==> src/rtl/pc_seq_pkg.sv <==
// Shared types and defaults for the PC sequencer.
// Latency: n/a (declarations only).
// Backpressure: n/a.
package pc_seq_pkg;

  // Sequencer FSM states
  typedef enum logic [1:0] {
    ST_BOOT       = 2'd0,
    ST_RUN        = 2'd1,
    ST_TRAP_ENTRY = 2'd2,
    ST_HALT       = 2'd3
  } state_e;

  // Trap cause codes as seen on trap_cause
  typedef enum logic [1:0] {
    CAUSE_NONE     = 2'd0,
    CAUSE_EXT      = 2'd1,
    CAUSE_MISALIGN = 2'd2
  } cause_e;

  // Which source the next-PC mux picked in RUN
  typedef enum logic [2:0] {
    SEL_HOLD   = 3'd0,
    SEL_SEQ    = 3'd1,
    SEL_BRANCH = 3'd2,
    SEL_MRET   = 3'd3,
    SEL_TRAP   = 3'd4,
    SEL_HALT   = 3'd5
  } sel_e;

  localparam logic [31:0] DEF_RESET_VECTOR = 32'h0000_0000;
  localparam logic [31:0] DEF_TRAP_VECTOR  = 32'h0000_0100;
  localparam int unsigned DEF_INSTR_BYTES  = 4;

  // Instruction addresses must be word aligned
  function automatic logic is_misaligned(input logic [31:0] addr);
    return addr[1:0] != 2'b00;
  endfunction

endpackage

==> src/rtl/pc_sequencer_if.sv <==
// Fetch/redirect/trap bundle between the PC sequencer and its surroundings.
// Latency: n/a (wires only).
// Backpressure: fetch_ready from the instruction memory, stall from the pipeline.
interface pc_sequencer_if;
  logic [31:0] pc_current;
  logic [31:0] pc_next;
  logic        fetch_valid;
  logic        fetch_ready;
  logic [31:0] fetch_addr;
  logic        stall;
  logic        branch_valid;
  logic [31:0] branch_target;
  logic        trap_req;
  logic        mret;
  logic [31:0] epc;
  logic [1:0]  trap_cause;
  logic        trap_active;
  logic        halted;

  // Sequencer side: produces the next PC and the fetch request
  modport master (
    input  pc_current, fetch_ready, stall, branch_valid, branch_target, trap_req, mret,
    output pc_next, fetch_valid, fetch_addr, epc, trap_cause, trap_active, halted
  );

  // Environment side: PC register, instruction memory, pipeline control
  modport slave (
    output pc_current, fetch_ready, stall, branch_valid, branch_target, trap_req, mret,
    input  pc_next, fetch_valid, fetch_addr, epc, trap_cause, trap_active, halted
  );
endinterface

==> src/rtl/pc_seq_next_mux.sv <==
// Next-PC priority select for the RUN state: trap > mret > branch > sequential > hold.
// Latency: purely combinational, zero cycles.
// Backpressure: sequential advance only on fetch handshake without stall; redirects ignore both.
module pc_seq_next_mux
  import pc_seq_pkg::*;
#(
  parameter logic [31:0] TRAP_VECTOR = DEF_TRAP_VECTOR,
  parameter int unsigned INSTR_BYTES = DEF_INSTR_BYTES
) (
  input  logic [31:0] pc_current_i,
  input  logic [31:0] epc_i,
  input  logic [31:0] branch_target_i,
  input  logic        fetch_valid_i,
  input  logic        fetch_ready_i,
  input  logic        stall_i,
  input  logic        branch_valid_i,
  input  logic        trap_req_i,
  input  logic        mret_i,
  input  logic        trap_active_i,
  output sel_e        sel_o,
  output logic [31:0] pc_next_o,
  output cause_e      cause_o
);

  localparam logic [31:0] INC = 32'(INSTR_BYTES);

  logic take_trap;

  // Pick the redirect source; a misaligned branch becomes a trap at branch priority
  always_comb begin
    sel_o     = SEL_HOLD;
    pc_next_o = pc_current_i;
    cause_o   = CAUSE_NONE;
    take_trap = 1'b0;

    if (trap_req_i) begin
      take_trap = 1'b1;
      cause_o   = CAUSE_EXT;
    end else if (mret_i && trap_active_i) begin
      sel_o     = SEL_MRET;
      pc_next_o = epc_i + INC;
    end else if (branch_valid_i) begin
      if (is_misaligned(branch_target_i)) begin
        take_trap = 1'b1;
        cause_o   = CAUSE_MISALIGN;
      end else begin
        sel_o     = SEL_BRANCH;
        pc_next_o = branch_target_i;
      end
    end else if (fetch_valid_i && fetch_ready_i && !stall_i) begin
      sel_o     = SEL_SEQ;
      pc_next_o = pc_current_i + INC;
    end

    // A trap inside the handler is a double fault: freeze the PC instead of vectoring
    if (take_trap) begin
      if (trap_active_i) begin
        sel_o     = SEL_HALT;
        pc_next_o = pc_current_i;
      end else begin
        sel_o     = SEL_TRAP;
        pc_next_o = TRAP_VECTOR;
      end
    end
  end

endmodule

==> src/rtl/pc_sequencer.sv <==
// Program-counter sequencer: boot, sequential fetch, branch redirect, trap entry/return, double-fault halt.
// Latency: pc_next/fetch_valid/fetch_addr combinational (zero cycles); trap status registered (one cycle).
// Backpressure: PC holds while fetch_ready=0 or stall=1; branch/trap/mret redirect regardless.
module pc_sequencer
  import pc_seq_pkg::*;
#(
  parameter logic [31:0] RESET_VECTOR = DEF_RESET_VECTOR,
  parameter logic [31:0] TRAP_VECTOR  = DEF_TRAP_VECTOR,
  parameter int unsigned INSTR_BYTES  = DEF_INSTR_BYTES
) (
  input logic            clk,
  input logic            reset,
  pc_sequencer_if.master bus
);

  state_e      state_q, state_d;
  logic [31:0] epc_q, epc_d;
  cause_e      cause_q, cause_d;
  logic        active_q, active_d;
  logic        halted_q, halted_d;

  logic        fetch_valid_c;
  logic [31:0] pc_next_c;
  logic        run_c;

  sel_e        run_sel;
  logic [31:0] run_pc;
  cause_e      run_cause;

  // Only RUN issues fetches; computed from state alone so the mux sees no loop
  assign run_c = (state_q == ST_RUN);

  pc_seq_next_mux #(
    .TRAP_VECTOR (TRAP_VECTOR),
    .INSTR_BYTES (INSTR_BYTES)
  ) u_next_mux (
    .pc_current_i    (bus.pc_current),
    .epc_i           (epc_q),
    .branch_target_i (bus.branch_target),
    .fetch_valid_i   (run_c),
    .fetch_ready_i   (bus.fetch_ready),
    .stall_i         (bus.stall),
    .branch_valid_i  (bus.branch_valid),
    .trap_req_i      (bus.trap_req),
    .mret_i          (bus.mret),
    .trap_active_i   (active_q),
    .sel_o           (run_sel),
    .pc_next_o       (run_pc),
    .cause_o         (run_cause)
  );

  // Next state, trap bookkeeping and the combinational fetch outputs
  always_comb begin
    state_d       = state_q;
    epc_d         = epc_q;
    cause_d       = cause_q;
    active_d      = active_q;
    halted_d      = halted_q;
    pc_next_c     = bus.pc_current;
    fetch_valid_c = 1'b0;

    case (state_q)
      ST_BOOT: begin
        pc_next_c = RESET_VECTOR;
        state_d   = ST_RUN;
      end
      ST_RUN: begin
        fetch_valid_c = 1'b1;
        pc_next_c     = run_pc;
        case (run_sel)
          SEL_TRAP: begin
            epc_d    = bus.pc_current;
            cause_d  = run_cause;
            active_d = 1'b1;
            state_d  = ST_TRAP_ENTRY;
          end
          SEL_HALT: begin
            halted_d = 1'b1;
            state_d  = ST_HALT;
          end
          SEL_MRET: begin
            active_d = 1'b0;
            cause_d  = CAUSE_NONE;
          end
          default: ;
        endcase
      end
      // One bubble while the handler address lands in the PC register
      ST_TRAP_ENTRY: state_d = ST_RUN;
      // Frozen until reset
      ST_HALT: ;
      default: state_d = ST_BOOT;
    endcase
  end

  // State and trap status registers, cleared asynchronously
  always_ff @(posedge clk or negedge reset) begin
    if (!reset) begin
      state_q  <= ST_BOOT;
      epc_q    <= 32'h0;
      cause_q  <= CAUSE_NONE;
      active_q <= 1'b0;
      halted_q <= 1'b0;
    end else begin
      state_q  <= state_d;
      epc_q    <= epc_d;
      cause_q  <= cause_d;
      active_q <= active_d;
      halted_q <= halted_d;
    end
  end

  assign bus.pc_next     = pc_next_c;
  assign bus.fetch_valid = fetch_valid_c;
  assign bus.fetch_addr  = bus.pc_current;
  assign bus.epc         = epc_q;
  assign bus.trap_cause  = cause_q;
  assign bus.trap_active = active_q;
  assign bus.halted      = halted_q;

endmodule

==> src/flat_wrapper.sv <==
// flat-port wrapper written by rule: the top's interface ports become plain ports
module pc_sequencer_flat import pc_seq_pkg::*;
#(
  parameter logic [31:0] RESET_VECTOR = DEF_RESET_VECTOR,
  parameter logic [31:0] TRAP_VECTOR  = DEF_TRAP_VECTOR,
  parameter int unsigned INSTR_BYTES  = DEF_INSTR_BYTES
)
  (clk, reset, bus_pc_current, bus_fetch_ready, bus_stall, bus_branch_valid, bus_branch_target, bus_trap_req, bus_mret, bus_pc_next, bus_fetch_valid, bus_fetch_addr, bus_epc, bus_trap_cause, bus_trap_active, bus_halted);
  pc_sequencer_if bus_i ();
  input logic clk;
  input logic reset;
  input wire logic [$bits(bus_i.pc_current)-1:0] bus_pc_current;
  input wire logic [$bits(bus_i.fetch_ready)-1:0] bus_fetch_ready;
  input wire logic [$bits(bus_i.stall)-1:0] bus_stall;
  input wire logic [$bits(bus_i.branch_valid)-1:0] bus_branch_valid;
  input wire logic [$bits(bus_i.branch_target)-1:0] bus_branch_target;
  input wire logic [$bits(bus_i.trap_req)-1:0] bus_trap_req;
  input wire logic [$bits(bus_i.mret)-1:0] bus_mret;
  output wire logic [$bits(bus_i.pc_next)-1:0] bus_pc_next;
  output wire logic [$bits(bus_i.fetch_valid)-1:0] bus_fetch_valid;
  output wire logic [$bits(bus_i.fetch_addr)-1:0] bus_fetch_addr;
  output wire logic [$bits(bus_i.epc)-1:0] bus_epc;
  output wire logic [$bits(bus_i.trap_cause)-1:0] bus_trap_cause;
  output wire logic [$bits(bus_i.trap_active)-1:0] bus_trap_active;
  output wire logic [$bits(bus_i.halted)-1:0] bus_halted;
  assign bus_i.pc_current = bus_pc_current;
  assign bus_i.fetch_ready = bus_fetch_ready;
  assign bus_i.stall = bus_stall;
  assign bus_i.branch_valid = bus_branch_valid;
  assign bus_i.branch_target = bus_branch_target;
  assign bus_i.trap_req = bus_trap_req;
  assign bus_i.mret = bus_mret;
  assign bus_pc_next = bus_i.pc_next;
  assign bus_fetch_valid = bus_i.fetch_valid;
  assign bus_fetch_addr = bus_i.fetch_addr;
  assign bus_epc = bus_i.epc;
  assign bus_trap_cause = bus_i.trap_cause;
  assign bus_trap_active = bus_i.trap_active;
  assign bus_halted = bus_i.halted;
  pc_sequencer #(.RESET_VECTOR(RESET_VECTOR), .TRAP_VECTOR(TRAP_VECTOR), .INSTR_BYTES(INSTR_BYTES)) u_core (.clk(clk), .reset(reset), .bus(bus_i));
endmodule
==> config.mk <==
export PLATFORM = sky130hd
export DESIGN_NAME = pc_sequencer_flat
export DESIGN_NICKNAME = d
export VERILOG_FILES = /design/src/rtl/pc_seq_pkg.sv /design/src/rtl/pc_sequencer_if.sv /design/src/rtl/pc_seq_next_mux.sv /design/src/rtl/pc_sequencer.sv /design/src/flat_wrapper.sv
export SDC_FILE = /design/constraint.sdc
export NUM_CORES = 1
export LEC_CHECK = 0
export ABC_AREA = 1
export ABC_CLOCK_PERIOD_IN_PS = 3800
export CAP_MARGIN = 5
export CORE_MARGIN = 3
export CORE_UTILIZATION = 40
export DETAILED_ROUTE_END_ITERATION = 12
export GPL_TIMING_DRIVEN = 0
export HOLD_SLACK_MARGIN = 0.08
export PLACE_DENSITY = 0.74
export SLEW_MARGIN = 20
export SYNTH_ARGS = -nofsm -noshare
export SYNTH_HDL_FRONTEND = slang
export SYNTH_SLANG_ARGS = --single-unit
==> constraint.sdc <==
create_clock -name clk -period 3.8 [get_ports clk]
set_input_delay 1.14 -clock clk [delete_from_list [all_inputs] [get_ports clk]]
set_output_delay 1.14 -clock clk [all_outputs]
set_load 0.01 [all_outputs]
After elaboration in Yosys (flattened, before gate mapping):

Index checks and enable logic that the tools add are counted.

* register bits after elaboration: 38
* latch bits: 0
* memory bits (writable): 0
* bits in read-only memories: 0
* bits of input ports: 71
* logic and storage cells: 54
* memories: 0

* add/subtract/negate cells: 2
* multipliers: 0
* div/mod/pow operators: 0
* magnitude comparators: 0
* equal/unequal tests: 6
* shifts and indexed selects: 0
* muxes and demuxes: 28
* bitwise operators: 0
* reductions and logical operators: 13

Operators by type and width (count)
* $mux 32: 7
* $add 32x3->32 const B: 2
* $pmux 32 s2: 1
* $mux 3: 4
* $pmux 2 s2: 3
* $mux 2: 5
* $reduce_and 2->1: 4
* $mux 1: 7
* $eq 3x3->1 const B: 2
* $reduce_bool 2->1: 3
* $eq 3x2->1 const B: 1
* $logic_and 1x1->1: 3
* $ne 3x1->1 const B: 1
* $eq 2x1->1 const B: 1
* $eq 2x2->1 const B: 1
* $logic_not 2->1: 1
* $pmux 1 s2: 1
* $reduce_or 2->1: 1
* $logic_not 1->1: 1

Longest topological paths before layout:

Gate-level depths: netlist of the first run.

* depth after elaboration: 11
* gate-level depth with buffers: 14
* mapped depth without buffers: 14

Hierarchy:

A second synthesis of the first run with hierarchy kept.

* cells, all modules: 838
* area total of the unflattened synthesis: 5002.3 sq um

Modules (own cells, without submodules)
* pc_seq_next_mux: instances 1, cells each 573, area each 2899.0 sq um, sequential area each 0.0 sq um
* pc_sequencer: instances 1, cells each 265, area each 2103.3 sq um, sequential area each 950.9 sq um

Worst setup path before layout of the first run:

Ideal clock, no wire load.

* kind: input port to output port
* from: input port bus_pc_current[2]
* to: output port bus_pc_next[26]
* data arrival time: 2.378 ns
* path slack: 0.282 ns
* stages: 11
* path buffers: 0
* path through: ha_1 inv_1 nor2_1 nand4_1 nor2_2 nand3_1 nand3_1 nand2_1 nand2_1 nand3_1 o21ai_1

* word-level cells in the longest chain between the ends: 7

RTL lines
* start, declared: RTL line flat_wrapper.sv:12 `input wire logic [$bits(bus_i.pc_current)-1:0] bus_pc_current;`
* $add 32x3->32: RTL line pc_seq_next_mux.sv:52 `pc_next_o = pc_current_i + INC;`
* $mux 32: RTL line pc_seq_next_mux.sv:50 `end else if (fetch_valid_i && fetch_ready_i && !stall_i) begin`
* $mux 32: RTL line pc_seq_next_mux.sv:42 `end else if (branch_valid_i) begin`
* $mux 32: RTL line pc_seq_next_mux.sv:39 `end else if (mret_i && trap_active_i) begin`
* $mux 32: RTL line pc_seq_next_mux.sv:36 `if (trap_req_i) begin`
* $mux 32: RTL line pc_seq_next_mux.sv:56 `if (take_trap) begin`
* $pmux 32 s2: RTL line pc_sequencer.sv:62 `case (state_q)`
* end, declared: RTL line flat_wrapper.sv:19 `output wire logic [$bits(bus_i.pc_next)-1:0] bus_pc_next;`

Every way passes these cells.

Final worst setup path of the first run:

* from: input port bus_pc_current[3]
* to: output port bus_pc_next[30]

Same word-level chain as after synthesis.

==> results.sh, run 1 <==
export IMPL_cpPeakStageDelay_ns=0.17
export IMPL_dp_slack_ns=-1.32
export IMPL_ir_worst_vdd_v=0.000214
export IMPL_instances_no_fill=1128
export IMPL_worst_path_most_repeated_cell="nand2_1"
export IMPL_wl_met2_um=9170
export IMPL_netlist_instances=774
export IMPL_grt_setup_unrepaired="yes"
export IMPL_final_net_count=1060
export IMPL_syn_area_per_cell_um2=5.84
export IMPL_ff2ff_path_depth=13
export IMPL_viasPerCell=5.56
export IMPL_synth_cell_types=44
export IMPL_failed_checks="negative setup slack"
export IMPL_cts_tree="done"
export IMPL_crit_type="in2out"
export IMPL_drive_gt1_share_pct=28.4
export IMPL_max_freq_mhz=262
export IMPL_wl_per_cell_um=17.9
export IMPL_p_sw_mw=0.774
export IMPL_place_gp_congestion=0.971
export IMPL_pwr_share_clk_pct=23.4
export IMPL_first_iter_violations=706
export IMPL_postLayoutCellArea_mm2=0.00725
export IMPL_place_detailed_instances=1086
export IMPL_layout_common_cells="220 x nand2_1, 102 x clkdlybuf4s50_1, 67 x inv_1"
export IMPL_dp_hpwl_um=15200
export IMPL_power_density_mw_per_mm2=276
export IMPL_worstPathCellList="buf_8 -> ha_4 -> inv_4 -> nor2_4 -> nand4_1 -> buf_6 -> nor2_4 -> buf_6 -> nand3_2 -> nand3_2 -> nand2_1 -> nand2_1 -> nand3_1 -> nand2_1 -> buf_2"
export IMPL_ant_nets=0
export IMPL_reg2reg_to="u_core.bus.epc[3]"
export IMPL_fin_util_pct=66.3
export IMPL_highest_layer="met4"
export IMPL_min_path_cells=2
export IMPL_numCtsBuffers=5
export IMPL_synth_xor_area_share_pct=3.30
export IMPL_ys_ff_latch=38
export IMPL_p_int_mw=1.22
export IMPL_critPathLaunchType="input pin"
export IMPL_postCtsHoldBufs=0
export IMPL_grt_pass1_vias=6080
export IMPL_num_rows=38
export IMPL_vias=6277
export IMPL_p_leak_nw=3.20
export IMPL_synth_simple_area_share_pct=42.1
export IMPL_tns_ns=-0.0115
export IMPL_die_h_um=112
export IMPL_clk_path_buf_depth=2
export IMPL_hp_start="u_core.bus.halted"
export IMPL_yosys_warnings=0
export IMPL_min_path_type="reg2reg"
export IMPL_worst_slack_ns=-0.0115
export IMPL_drc=0
export IMPL_root_buffer="clkbuf_16"
export IMPL_critPathArrivalTime_ns=2.67
export IMPL_htreeDepth=2
export IMPL_finalCritPeriodShare_pct=100
export IMPL_hold_path_end="u_core.bus.halted"
export IMPL_core_area_mm2=0.0109
export IMPL_port_buffers=171
export IMPL_rr_startpoint="u_core.state_q[1]"
export IMPL_grt_pass1_wl_um=31700
export IMPL_setup_violations=1
export IMPL_chipWidth_um=112
export IMPL_fin_skew_ns=0.00830
export IMPL_clk_pin_slew_ns=0.05
export IMPL_yosysSeqAreaShare_pct=21.0
export IMPL_tightest_slew_ns=0.542
export IMPL_cp_max_fo=6
export IMPL_drt_wl_total_um=20100
export IMPL_synthMuxAreaShare_pct=0.249
export IMPL_clock_latency_ns=0.28
export IMPL_postPlaceCellArea_mm2=0.00643
export IMPL_seq_power_share_pct=30.1
export IMPL_hold_slack_ns=0.473
export IMPL_power_total_mw=2.00
export IMPL_syn_to_final_growth_pct=60.5
export IMPL_status="finished, violations left"
export IMPL_p_comb_share_pct=46.5
export IMPL_grt_max_degree=25
export IMPL_final_hold_violation_count=0
export IMPL_final_common_cell="nand2_1"
export IMPL_dr_pass1_iters=6
export IMPL_synthAdderAreaFrac_pct=0.554
export IMPL_critPathSlowestCell="nor2_4"
export IMPL_relSlewSlack_pct=63.9
export IMPL_drv_slew=0
export IMPL_timing_reg2reg_setup_slack_ns=1.54
export IMPL_cp_end_kind="output port"
export IMPL_period_needed_ns=3.81
export IMPL_syn_num_nets=847
export IMPL_syn_area_mm2=0.00452
export IMPL_start_util_pct=41.3
export IMPL_grt_use_total_pct=31.1
export IMPL_diodes=0
export IMPL_io_pins=172
export IMPL_antenna_found_initial=0
export IMPL_cp_required_ns=2.66
export IMPL_maxCapViolCount=0
export IMPL_dr_wl_met3_um=2200
export IMPL_drt_met1_wl_um=7940
export IMPL_die_area_mm2=0.0126
export IMPL_synth_top_family_by_area="simple AND/OR/NAND/NOR gates"
export IMPL_synth_compound_area_share_pct=17.7
export IMPL_clkSinkCount=38
export IMPL_switching_share_pct=38.7
export IMPL_globalRoute_totalOverflow=0
==> power groups by stage <==
stage          clock network (mW)  registers (mW)  logic, mW
5_1_grt                     0.489           0.617      0.996
4_1_cts                     0.468           0.596      0.877
3_5_place_dp                    0           0.601      0.842
2_1_floorplan                   0           0.608      0.369
6_report                    0.469           0.601      0.929
3_3_place_gp                    0           0.601      0.835
==> worst max-delay path: cells and delay by family <==
kind | cells | cell delay, ns
AND/OR/NAND/NOR | 9 | 0.83
buffers and inverters | 5 | 0.56
adder cells (fa/ha/maj) | 1 | 0.14
==> cell type report <==
class | count | area, um^2
fill | 1011 | 3690
clock buffer | 7 | 133
inverter | 80 | 318
tap | 140 | 175
multi-input combinational | 600 | 3360
sequential | 38 | 952
buffer | 57 | 470
timing repair buffer | 205 | 1820
clock inverter | 1 | 30.0
==> logic make-up after synthesis <==
group | Yosys count
AOI/OAI and AO/OA | 138
and+or+nand+nor | 441
adders and majority gates | 2
DFF | 38
buffers and inverters | 137
muxes | 1
xor gates and xnor gates | 17
==> cells in the mapped netlist <==
cell type / count / area (um^2)
nor3b_1: 1 / 7.51
nand3_1: 71 / 355
nor2_4: 3 / 33.8
nor3_1: 18 / 90.1
a32oi_1: 1 / 8.76
o21a_1: 2 / 15.0
o22ai_1: 6 / 37.5
nand2_4: 1 / 11.3
and2_1: 1 / 6.26
clkbuf_1: 8 / 30.0
a31oi_1: 2 / 12.5
o2111ai_1: 1 / 8.76
inv_1: 75 / 282
clkinv_1: 1 / 3.75
o21ai_2: 12 / 105
a21oi_4: 1 / 16.3
ha_1: 2 / 25.0
inv_2: 4 / 15.0
xor2_1: 15 / 131
a2bb2oi_1: 1 / 8.76
or2_2: 3 / 18.8
buf_2: 3 / 15.0
nand4_1: 21 / 131
o221ai_1: 3 / 26.3
o21ai_0: 34 / 170
buf_4: 33 / 248
o21ai_1: 37 / 185
dfrtp_1: 38 / 951
a21oi_1: 32 / 160
nor2_2: 5 / 31.3
nor3_2: 1 / 10.0
mux2_2: 1 / 11.3
a211oi_1: 2 / 15.0
nor2_1: 73 / 274
buf_1: 8 / 30.0
o21bai_1: 1 / 7.51
o211ai_1: 3 / 22.5
xnor2_1: 2 / 17.5
nand2_1: 236 / 886
nand2_2: 4 / 25.0
nand3_2: 1 / 10.0
and3_1: 1 / 6.26
nor4_1: 1 / 6.26
buf_6: 5 / 56.3
==> timing repair <==
action                     in CTS  in global routing
pin swaps                      38                 32
buffers inserted               23                 10
setup endpoints to repair      32                 30
cloned                          2                  0
resized for setup             340                111
==> metal layers <==
metal  vias up  track usage (%)
li1       2940                -
met1      2842             42.8
met2       425             48.8
met3        70             5.55
met4         0             12.1
met5         -                0
==> sequential cells by signal (all words and copies together), names as in the netlist <==
name / flops
u_core.state_q: 2
u_core.bus.trap_cause: 2
u_core.bus.halted: 1
u_core.bus.trap_active: 1
u_core.bus.epc: 32
==> worst max path at each step <==
stage	start	to	slack, ns	depth (start not counted)
floorplan	bus_pc_current[2]	bus_pc_next[26]	0.28	11
global route	bus_pc_current[3]	bus_pc_next[22]	-0.12	15
global placement	bus_branch_valid	bus_pc_next[12]	-1.32	13
CTS	bus_branch_target[1]	bus_pc_next[29]	0.00004	12
finish	bus_pc_current[3]	bus_pc_next[30]	-0.01	15
detailed placement	bus_branch_valid	bus_pc_next[12]	-1.32	13
Power figures use the tool's default switching activity.
==> run 2, diff against run 1 <==
--- a/config.mk
+++ b/config.mk
@@ -9,11 +9,11 @@
 export ABC_CLOCK_PERIOD_IN_PS = 3800
 export CAP_MARGIN = 5
 export CORE_MARGIN = 3
-export CORE_UTILIZATION = 40
+export CORE_UTILIZATION = 46
 export DETAILED_ROUTE_END_ITERATION = 12
 export GPL_TIMING_DRIVEN = 0
 export HOLD_SLACK_MARGIN = 0.08
-export PLACE_DENSITY = 0.74
+export PLACE_DENSITY = 0.83
 export SLEW_MARGIN = 20
 export SYNTH_ARGS = -nofsm -noshare
 export SYNTH_HDL_FRONTEND = slang
==> run 2 against run 1 <==
The run still ends with negative setup slack left; register-to-register slack lost 0.25 ns; die area shrank 12%; final cell count shrank 0.98%; largest power group unchanged; sequential cell count is the same; combinational power grew 2.4%; critical path depth is the same; power shrank 7.5%; design area shrank 0.33%.
==> results.sh, run 2 (synthesis results as in run 1) <==
export IMPL_status="finished, violations left"
export IMPL_failed_checks="negative setup slack"
export IMPL_cp_required_ns=2.66
export IMPL_ir_worst_vdd_v=0.000180
export IMPL_drt_wl_total_um=21100
export IMPL_grt_setup_unrepaired="yes"
export IMPL_clkSinkCount=38
export IMPL_globalRoute_totalOverflow=0
export IMPL_tightest_slew_ns=0.599
export IMPL_drc=0
export IMPL_critPathArrivalTime_ns=2.68
export IMPL_min_path_type="reg2reg"
export IMPL_cp_max_fo=4
export IMPL_cp_end_kind="output port"
export IMPL_clk_path_buf_depth=2
export IMPL_crit_type="in2out"
export IMPL_vias=6518
export IMPL_worst_slack_ns=-0.0247
export IMPL_io_pins=172
export IMPL_clk_pin_slew_ns=0.07
export IMPL_fin_skew_ns=0.0133
export IMPL_largest_register_ffs=32
export IMPL_power_density_mw_per_mm2=256
export IMPL_wl_per_cell_um=18.9
export IMPL_min_path_cells=2
export IMPL_hold_slack_ns=0.465
export IMPL_chipWidth_um=105
export IMPL_ff2ff_path_depth=13
export IMPL_setup_violations=2
export IMPL_instances_no_fill=1117
export IMPL_fillers=746
export IMPL_gr_usage_met2_pct=57.6
export IMPL_antenna_found_initial=0
export IMPL_p_sw_mw=0.787
export IMPL_seq_power_share_pct=32.6
export IMPL_ant_nets=0
export IMPL_root_buffer="clkbuf_8"
export IMPL_rr_startpoint="u_core.state_q[1]"
export IMPL_finalCritPeriodShare_pct=101
export IMPL_layout_common_cells="211 x nand2_1, 102 x clkdlybuf4s50_1, 67 x inv_1"
export IMPL_critPathSlowestCell="nor2_4"
export IMPL_grt_pass1_vias=6046
export IMPL_postLayoutCellArea_mm2=0.00723
export IMPL_dr_pass1_iters=5
export IMPL_num_rows=35
export IMPL_place_detailed_instances=1075
export IMPL_tns_ns=-0.0366
export IMPL_max_freq_mhz=261
export IMPL_grt_max_degree=21
export IMPL_p_leak_nw=3.17
export IMPL_htreeDepth=2
export IMPL_worstPathCellList="buf_6 -> inv_2 -> nand2_2 -> nor2_4 -> buf_6 -> buf_12 -> nand3_4 -> nor2_4 -> buf_6 -> buf_4 -> nand2_1 -> nand3_2 -> a31oi_4 -> o22ai_4 -> buf_2"
export IMPL_worst_path_most_repeated_cell="buf_6"
export IMPL_final_common_cell="nand2_1"
export IMPL_relSlewSlack_pct=60.1
export IMPL_power_total_mw=1.85
export IMPL_viasPerCell=5.84
export IMPL_final_hold_violation_count=0
export IMPL_fin_util_pct=77.1
export IMPL_first_iter_violations=913
export IMPL_drv_slew=0
export IMPL_busiest_layer="met2"
export IMPL_clock_latency_ns=0.30
export IMPL_core_area_mm2=0.00937
export IMPL_diodes=0
export IMPL_die_area_mm2=0.0110
export IMPL_dp_slack_ns=-1.29
export IMPL_start_util_pct=48.2
export IMPL_die_h_um=105
export IMPL_maxCapViolCount=0
export IMPL_port_buffers=171
export IMPL_period_needed_ns=3.82
export IMPL_p_comb_share_pct=51.4
export IMPL_worstSetupStartpoint="bus_stall"
export IMPL_met3_usage_pct=3.83
export IMPL_place_gp_congestion=0.982
export IMPL_hp_start="u_core.bus.halted"
export IMPL_pwr_share_clk_pct=16.0
export IMPL_critPathLaunchType="input pin"
export IMPL_cts_tree="done"
export IMPL_numCtsBuffers=5
export IMPL_met1_usage_pct=50.9
export IMPL_final_net_count=1060
export IMPL_drive_gt1_share_pct=29.5
export IMPL_dp_hpwl_um=15300
export IMPL_postPlaceCellArea_mm2=0.00641
export IMPL_switching_share_pct=42.5
export IMPL_grt_use_total_pct=36.3
export IMPL_postCtsHoldBufs=0
export IMPL_grt_pass1_wl_um=32300
export IMPL_p_int_mw=1.06
export IMPL_syn_to_final_growth_pct=59.9
export IMPL_cpPeakStageDelay_ns=0.16
[run 2: changes by cell type in the layout (fill, tap and decap cells not counted), sizes merged]
cell,before,now
buf,130,125
clkbuf,28,34
dlygate4sd2,5,4
clkinvlp,0,2
bufinv,1,0
inv,79,78
clkinv,1,2
bufbuf,1,0
[run 2: power groups by stage]
| stage | Combinational, mW | Clock, mW | Sequential (mW) |
|---|---|---|---|
| 2_1_floorplan | 0.369 | 0 | 0.608 |
| 3_3_place_gp | 0.835 | 0 | 0.602 |
| 3_5_place_dp | 0.847 | 0 | 0.602 |
| 4_1_cts | 0.887 | 0.297 | 0.596 |
| 5_1_grt | 1.01 | 0.316 | 0.616 |
| 6_report | 0.951 | 0.296 | 0.602 |
[run 2: critical path: cells and delay by family]
kind            cells  cell delay, ns
compound gates      2            0.23
buf+inv             7            0.74
simple gates        6            0.58
[run 2: path summary, 6_finish.rpt]
| check | to | slack, ns |
|---|---|---|
| max | bus_pc_next[12] | -0.02 |
| min | u_core.bus.halted | 0.47 |
| max reg2reg | u_core.bus.epc[15] | 1.29 |
| min reg2reg | u_core.bus.halted | 0.47 |
| max in group asynchronous | u_core.bus.epc[15] | 2.56 |
| min in group asynchronous | u_core.bus.epc[23] | 0.79 |
[run 2: area by class of cell]
type / count / area [um^2] / area share, %
Multi-Input combinational cell: 600 / 3400 / 47.1
Timing Repair Buffer: 205 / 1820 / 25.2
Sequential cell: 38 / 951 / 13.2
Buffer: 57 / 470 / 6.51
Inverter: 80 / 322 / 4.45
Tap cell: 129 / 161 / 2.23
Clock buffer: 6 / 82.6 / 1.14
Clock inverter: 2 / 12.5 / 0.173
[run 2: what timing repair did]
action | CTS | global route
setup buffers | 23 | 8
pin swaps | 28 | 39
endpoints found under the setup margin | 32 | 27
gates resized for setup | 346 | 129
gates cloned | 2 | 1
endpoints found under the hold margin | 0 | 0
[run 2: layer usage]
metal	share of wire (%)	up-vias
met4	4.9	0
met1	38	2921
li1	-	2950
met2	45	548
met5	0	-
met3	12	99
==> RTL change, RTL diff (settings of run 2) <==
Reset style: synchronous (`reset`), changed in one clocked block. Comments in the files are not updated.
--- a/src/rtl/pc_sequencer.sv
+++ b/src/rtl/pc_sequencer.sv
@@ -96,3 +96,3 @@
   // State and trap status registers, cleared asynchronously
-  always_ff @(posedge clk or negedge reset) begin
+  always_ff @(posedge clk) begin
     if (!reset) begin
Check against the original RTL: differs if reset is asserted again (counterexample within 4 cycles, from zero or initial values and one cycle with reset low); with reset held inactive, the same outputs for 10 cycles.
==> RTL change against run 2 <==
  * The flow still finishes with violations (negative setup slack)
  * Critical endpoint is now bus_pc_next[11]
  * Largest power group unchanged
  * Fmax about the same
  * Cell count increased by 6.2%
  * Via count is 8.6% higher
  * Global-route usage up 2.9 points
  * Worst hold slack better by 0.0044 ns
  * Wire length is 9.1% higher
  * Setup slack worse by 0.0034 ns
  * Power fell by 11%
  * Sequential cell count unchanged
  * Area after synthesis increased by 0.33%
  * Final area up 1.3%
==> RTL change: results (changes against run 2) <==
{
  "synth_common_cells": {"value": "225 x nand2_1, 92 x inv_1, 86 x nand3_1, 77 x nor2_1, 73 x a21oi_1", "change": "was 236 x nand2_1, 75 x inv_1, 73 x nor2_1, 71 x nand3_1, 38 x dfrtp_1"},
  "seq_area": {"value": 761, "unit": "um^2", "change": "was 951 um^2"},
  "area_fraction_of_clock_buffers_and_clock_inverters": {"value": 0.0130, "change": "was 0.0132"},
  "timing.rr.end": {"value": "u_core.bus.trap_cause[1]$_SDFFE_PN0P_", "change": "was u_core.bus.epc[15]$_DFFE_PN0P_"},
  "initialDrtViolationCount": {"value": 943, "change": "was 913"},
  "worst_clock_skew": {"value": 0.00761, "unit": "ns", "change": "was 0.0133 ns"},
  "grtUsageMet3": {"value": 0.0698, "change": "was 0.0383"},
  "post-route-worst-setup-slack": {"value": -0.0281, "unit": "ns", "change": "was -0.0247 ns"},
  "worst_hold_path.endpoint": {"value": "u_core.bus.trap_cause[0]$_SDFFE_PN0P_", "change": "was u_core.bus.halted$_DFFE_PN0P_"},
  "reg2reg_depth": {"value": 22, "change": "was 13"},
  "nonClockBufferCount": {"value": 278, "change": "was 262"},
  "setup_viol": {"value": 2, "change": "unchanged"},
  "synth_area_per_cell": {"value": 5.45, "unit": "um^2", "change": "was 5.84 um^2"},
  "multi_input_gates": {"value": 630, "change": "was 600"},
  "final.setup.tns": {"value": -0.0350, "unit": "ns", "change": "was -0.0366 ns"},
  "route.met3.wl": {"value": 3170, "unit": "um", "change": "was 2450 um"},
  "failing_checks": {"value": "negative setup slack", "change": "unchanged"},
  "final_net_count": {"value": 1129, "change": "was 1060"},
  "layout.filler_cells": {"value": 729, "change": "was 746"},
  "synthCells": {"value": 832, "change": "was 774"},
  "status": {"value": "finished with violations", "change": "unchanged"},
  "synthesis.nets": {"value": 905, "change": "was 847"},
  "count_of_buffers_added_by_post_cts_timing_repair_for_setup": {"value": 41, "change": "was 23"},
  "power_leakage": {"value": 3.34, "unit": "nW", "change": "was 3.17 nW"},
  "groute.layer.met2.usage": {"value": 0.621, "change": "was 0.576"},
  "area_share_nonclk_buffers": {"value": 0.327, "change": "was 0.317"},
  "grt_start_max_net_pins": {"value": 13, "change": "was 21"}
}
RTL change: changes by cell type after synthesis, moves of 6 or more:
cell	before	now
dfrtp_1	38	0
inv_1	75	92
xor2_1	15	7
o21ai_0	34	69
o21ai_1	37	9
buf_2	3	12
nand3_1	71	86
o21ai_2	12	0
a21oi_1	32	73
dfxtp_1	0	38
inv_2	4	10
nand2_1	236	225
nand4_1	21	11
RTL change: kinds of logic after synthesis:
kind of cell,after synthesis,share of synthesized area
AO/OA/AOI/OAI,170,0.198
XOR/XNOR,8,0.0155
adder cells (fa/ha/maj),2,0.00552
buffers and inverters,164,0.169
flip-flops,38,0.168
AND/OR/NAND/NOR,450,0.444
RTL change: report_power, final:
group          internal [mW]  leakage [nW]  switching, mW
Sequential             0.439         0.313         0.0617
Combinational          0.378          2.98          0.459
Clock                  0.146        0.0472          0.165
Total                  0.963          3.34          0.686
